==> config.mk <==
export PLATFORM = sky130hd
export DESIGN_NAME = alu_sequencer
export DESIGN_NICKNAME = d
export VERILOG_FILES = /design/src/rtl/alu_pkg.sv /design/src/rtl/alu_sequencer.sv
export SDC_FILE = /design/constraint.sdc
export NUM_CORES = 1
export LEC_CHECK = 0
export ABC_AREA = 1
export BUFFER_PORTS_ARGS = -buffer_cell sky130_fd_sc_hd__buf_2
export CAP_MARGIN = 25
export CORE_UTILIZATION = 41
export CTS_CLUSTER_SIZE = 30
export DETAILED_ROUTE_END_ITERATION = 12
export GPL_TIMING_DRIVEN = 0
export PLACE_DENSITY = 0.75
export RECOVER_POWER = 100
export SLEW_MARGIN = 25
export SYNTH_ARGS = -nofsm -noshare
export SYNTH_HDL_FRONTEND = slang
export SYNTH_SLANG_ARGS = --single-unit
==> constraint.sdc <==
create_clock -name clk -period 1.1 [get_ports clk]
set_clock_uncertainty 0.05 [all_clocks]
set_input_delay 0.055 -clock clk [delete_from_list [all_inputs] [get_ports clk]]
set_output_delay 0.055 -clock clk [all_outputs]
set_load 0.05 [all_outputs]
==> src/rtl/alu_pkg.sv <==
// Shared definitions for the 4-bit ALU and its operand sequencer:
// op-code encoding, data width and the sequencer state enum.
package alu_pkg;

  localparam int DW = 4;

  localparam logic [2:0] OP_CLR = 3'd0;
  localparam logic [2:0] OP_BMA = 3'd1;
  localparam logic [2:0] OP_AMB = 3'd2;
  localparam logic [2:0] OP_ADD = 3'd3;
  localparam logic [2:0] OP_XOR = 3'd4;
  localparam logic [2:0] OP_OR  = 3'd5;
  localparam logic [2:0] OP_AND = 3'd6;
  localparam logic [2:0] OP_SET = 3'd7;

  typedef enum logic [1:0] {
    IDLE = 2'd0,
    EXEC = 2'd1,
    RESP = 2'd2
  } state_t;

endpackage

==> src/rtl/alu_sequencer.sv <==
// Command-driven operand sequencer for the external 4-bit ALU: holds the
// accumulator, drives the ALU from registers and returns each result.
module alu_sequencer
  import alu_pkg::*;
#(
  parameter int CNT_W = 8
) (
  input  logic             clk,
  input  logic             rst,
  input  logic             cmd_valid,
  output logic             cmd_ready,
  input  logic             cmd_load,
  input  logic [2:0]       cmd_op,
  input  logic [DW-1:0]    cmd_b,
  output logic [2:0]       alu_s,
  output logic [DW-1:0]    alu_a,
  output logic [DW-1:0]    alu_b,
  input  logic [DW-1:0]    alu_f,
  output logic             res_valid,
  input  logic             res_ready,
  output logic [DW-1:0]    res_data,
  output logic             res_zero,
  output logic [CNT_W-1:0] op_count
);

  // Handshakes: a transfer happens on a rising edge where valid and ready are
  // both 1. cmd_ready/res_valid depend on state only, so no input reaches
  // them combinationally; senders must hold valid and data until accepted.

  state_t           r_state;
  state_t           w_next_state;
  logic [DW-1:0]    r_acc;
  logic [2:0]       r_op_q;
  logic [DW-1:0]    r_b_q;
  logic [CNT_W-1:0] r_op_count;
  logic             w_accept;

  assign w_accept = (r_state == IDLE) && cmd_valid;

  always_ff @(posedge clk or posedge rst) begin
    if (rst) begin
      r_state <= IDLE;
    end else begin
      r_state <= w_next_state;
    end
  end

  always_comb begin
    w_next_state = r_state;
    case (r_state)
      IDLE: begin
        if (cmd_valid) begin
          w_next_state = cmd_load ? RESP : EXEC;
        end
      end
      EXEC: w_next_state = RESP;
      RESP: begin
        if (res_ready) begin
          w_next_state = IDLE;
        end
      end
      default: w_next_state = IDLE;
    endcase
  end

  always_comb begin
    cmd_ready = 1'b0;
    res_valid = 1'b0;
    case (r_state)
      IDLE:    cmd_ready = 1'b1;
      RESP:    res_valid = 1'b1;
      default: ;
    endcase
  end

  // The ALU result is only trusted at the edge closing EXEC; operand
  // registers hold their values otherwise so the ALU inputs stay quiet.
  always_ff @(posedge clk or posedge rst) begin
    if (rst) begin
      r_acc      <= '0;
      r_op_q     <= '0;
      r_b_q      <= '0;
      r_op_count <= '0;
    end else begin
      if (w_accept) begin
        r_op_q <= cmd_op;
        r_b_q  <= cmd_b;
        if (cmd_load) begin
          r_acc <= cmd_b;
        end
      end
      if (r_state == EXEC) begin
        r_acc      <= alu_f;
        r_op_count <= r_op_count + CNT_W'(1);
      end
    end
  end

  assign alu_a    = r_acc;
  assign alu_b    = r_b_q;
  assign alu_s    = r_op_q;
  assign res_data = r_acc;
  assign res_zero = (r_acc == '0);
  assign op_count = r_op_count;

endmodule

# [Word-level counts from Yosys, hierarchy flattened]
# Index checks and enable logic that the tools add are counted.
[classes] add_sub_neg=1 n_eq_ne=4 muxes=9 n_reduce_logical=7
[op_table] operator="$mux W4" count=3
[op_table] operator="$add A8 B1 Y8 const B" count=1
[op_table] operator="$mux W2" count=3
[op_table] operator="$pmux W2 S3" count=1
[op_table] operator="$logic_not A4 Y1" count=1
[op_table] operator="$ne A2 B2 Y1 const B" count=2
[op_table] operator="$reduce_and A2 Y1" count=2
[op_table] operator="$reduce_bool A2 Y1" count=2
[op_table] operator="$eq A2 B1 Y1 const B" count=1
[op_table] operator="$eq A2 B2 Y1 const B" count=1
[op_table] operator="$logic_not A2 Y1" count=1
[op_table] operator="$mux W1" count=2
[op_table] operator="$logic_and A1 B1 Y1" count=1
[totals] reg_bits=21 output_inout_bits=26

# [Longest topological paths before layout]
[logic_depth] depth_word=4 depth_mapped=7

# [Worst setup path before layout]
# Ideal clock, no wire load.
[synth_path] kind="register -> output" start="register r_acc[1] (netlist: alu_a[1])" end="output port res_zero" arrival_time_ps=2177 slack_ps=-1182 path_stages_with_launch=2 n_path_buf=0 cell_sequence="dfrtp_1 -> nor4_1"
[synth_between] elab_chain_len=1
[synth_rtl] item="start, declared" line_no="alu_sequencer.sv:32" text="logic [DW-1:0] r_acc;"
[synth_rtl] item="start signal, assigned" line_no="alu_sequencer.sv:89" text="r_acc <= cmd_b;"
[synth_rtl] item="start signal, assigned" line_no="alu_sequencer.sv:93" text="r_acc <= alu_f;"
[synth_rtl] item="$logic_not A4 Y1" line_no="alu_sequencer.sv:103" text="assign res_zero = (r_acc == '0);"
[synth_rtl] item="end, declared" line_no="alu_sequencer.sv:22" text="output logic res_zero,"
# No other way between the ends.

# [Worst setup path after layout]
[layout_path] start="register r_state[0]" end="output port cmd_ready"
[layout_between] elab_chain_len=2
[layout_rtl] item="start, declared" line_no="alu_sequencer.sv:30" text="state_t r_state;"
[layout_rtl] item="start signal, assigned" line_no="alu_sequencer.sv:44" text="r_state <= w_next_state;"
[layout_rtl] item="$logic_not A2 Y1" line_no="alu_sequencer.sv:69" text="case (r_state)"
[layout_rtl] item="$mux W1" line_no="alu_sequencer.sv:69"
[layout_rtl] item="end, declared" line_no="alu_sequencer.sv:11" text="output logic cmd_ready,"
# No other way between the ends.

==> impl_metrics.tcl <==
set metrics [dict create \
    violations "negative setup slack" \
    ys_seq_elements 21 \
    finalWeightedCongestion 0.778 \
    synth_top_cell_by_area "dfrtp_1" \
    grt_util_all_layers 0.257 \
    worstPathArrival_ns 1.25 \
    ys_types 17 \
    rsz0062_at_grt "yes" \
    yosys-mux-area-fraction 0.0153 \
    path_delay_family "flip-flops" \
    cts_tree "yes" \
    dpl.hpwl_um 1520 \
    end_kind "output pin" \
    nets 208 \
    dr_wl_met2_um 2070 \
    overflow 0 \
    yosysWarningCount 0 \
    setup_violations 30 \
    ys.flop_type "dfrtp_1" \
    relSlewSlack 0.694 \
    setup_slack_ns -0.255 \
    grt_pass1_vias 1006 \
    status "finished, violations left" \
    drc 0 \
    num_vias 1103 \
    antennaDiodeCount 0 \
    yosysTopAreaCellShare 0.536 \
    die_h_um 50.9 \
    synth_simple_gate_area_frac 0.216 \
    crit_slowest_cell "dfrtp_2" \
    drive_gt1_frac 0.600 \
    dieWidth_um 50.9 \
    dieArea_mm2 0.00259 \
    crit_fanout 6 \
    initial_utilization 0.439 \
    synthTopCellsByArea "dfrtp_1 54%, nand2_1 14%, inv_1 6.1%, o21ai_0 3.6%, nand3_1 3.1%" \
    core_mm2 0.00223 \
    start_kind "flip-flop" \
    synth_fp_nets 130 \
    grt_pass1_wl_um 4710 \
    fin_crit_sh 1.23 \
    ant_nets 0 \
    worst_pin_slew_ns 0.458 \
    clockRootBuffer "clkbuf_4" \
    dr_wl_met3_um 166 \
    top_layer "met4" \
    yosysSeqAreaShare 0.536 \
    io-pin-count 42 \
    total_power_mw 4.83 \
    tns_ns -4.39 \
    dr.pass1.iters 5 \
    synth_area_um2 980 \
    area_growth_pct 94.0 \
    synth.most_common_cell "nand2_1" \
    p_leak_nw 0.963 \
    drv_cap 0 \
    io_buffers 41 \
    wl_met1_um 1380 \
    clock_latency_ns 0.32 \
    cts_inserted_buffers 3 \
    antenna_found_initial 0 \
    synth_xor_area_frac 0.0358 \
    cpPeakStageDelay_ns 0.53 \
    final_util 0.851 \
    ys_top_cells_by_count "37 x nand2_1, 21 x dfrtp_1, 16 x inv_1" \
    async_reset_ff_frac 1.00 \
    critical_path_required_ns 1.00 \
    hold_viol 0 \
    synth_edf_count 0 \
    clock.fmax_mhz 738 \
    critPathKind "reg -> out" \
    worst-path-buf-inv 1 \
    period_minus_slack_ns 1.36 \
    place_ws_ns -0.121 \
    drt-vias-per-instance 5.06 \
    vdd_ir_drop_max_mv 2.14 \
    drtIter0Drc 15 \
    final-max-slew-violation-count 0 \
    clk_pin_slew_worst_paths_ns 0.13 \
    htree_levels 1 \
    cts_buffer_depth 2 \
    post_drt_wl_per_cell_um 17.1 \
    grt_max_degree 22 \
    synth_compound_area_frac 0.0690 \
    rows 17 \
    powerDensity_mw_per_mm2 2540 \
    min_path_type "in -> reg" \
    synthCells 113 \
    cp_cell_sequence "nor2_4 -> buf_6" \
    wl_um 3740 \
    synth_top_family_by_area "simple AND/OR/NAND/NOR gates" \
    clock-sinks 21 \
    synth_fa_ha_area_frac 0.0128 \
    syn_area_per_cell_um2 8.67 \
]
==> final cells by class <==
type | instances | area, µm²
clock inverters | 1 | 5.00
clock buffers | 3 | 22.5
multi-input cells | 70 | 520
plain buffers | 5 | 52.6
fillers | 105 | 333
inverters | 16 | 66.3
well taps | 28 | 35.0
repair buffers | 73 | 652
flip-flops and latches | 21 | 539
repair inverters | 1 | 7.51
==> tightest hold or removal path, stage by stage <==
cell	delay [ns]
buf_2	0.11
o21ai_2	0.08
o21ai_2	0.13
==> layer usage <==
metal,vias up,GRT usage
li1,501,-
met1,541,0.306
met2,47,0.473
met3,14,0.0268
met4,0,0.0972
met5,-,0
==> placed cells by master, fill, tap and decap left out, drive strengths merged <==
cell type and n:
xor2 2, nor4 1, xnor2 2, dlygate4sd3 13, nand2 38, clkinv 1, dfrtp 21, ha 1
nand3 6, o31ai 1, mux2 1, buf 59, clkbuf 9, o21ai 12, nor2 6, clkinvlp 2
inv 15
==> cell families after synthesis <==
family,count (synthesis)
and+or+nand+nor,51
buffers and inverters,22
DFF,21
AOI/OAI and AO/OA,13
xor gates and xnor gates,4
muxes,1
adders and majority gates,1
==> final timing paths <==
path | slack (ns) | to | depth (start not counted) | from
max | -0.26 | cmd_ready | 2 | r_state[0]
min | 0.04 | alu_a[0] | 3 | alu_f[0]
max reg2reg | -0.24 | op_count[4] | 5 | r_state[1]
min reg2reg | 0.45 | alu_s[1] | 2 | alu_s[1]
max in group asynchronous | 0.47 | op_count[5] | 3 | rst
min in group asynchronous | 0.23 | alu_b[1] | 3 | rst
==> report_power, final <==
part	switching [mW]	internal, mW
Sequential	0.308	1.01
Clock	0.261	0.136
Combinational	1.82	1.29
==> flip-flops by register name, summed over array words and instances (netlist names) <==
name,cells
alu_s,3
op_count,8
alu_b,4
alu_a,4
r_state,2
==> metrics by stage <==
stage	std cells	cell area, µm²	hold slack [ns]
3_3_place_gp	182	1300	0.174
5_1_grt	218	1900	0.0477
6_report	218	1900	0.0392
4_1_cts	212	1710	0.00267
2_1_floorplan	113	1060	-0.0192
3_5_place_dp	182	1300	0.180
==> timing repair <==
| item | 4_1_cts | 5_1_grt |
|---|---|---|
| endpoints found under the setup margin | 31 | 54 |
| pin swaps | 10 | 10 |
| gates cloned | 3 | 0 |
| hold buffers | 13 | 0 |
| gates resized for setup | 54 | 43 |
| hold endpoints to repair | 33 | 0 |
| setup buffers | 10 | 8 |
(Power assumes the default switching activity.)
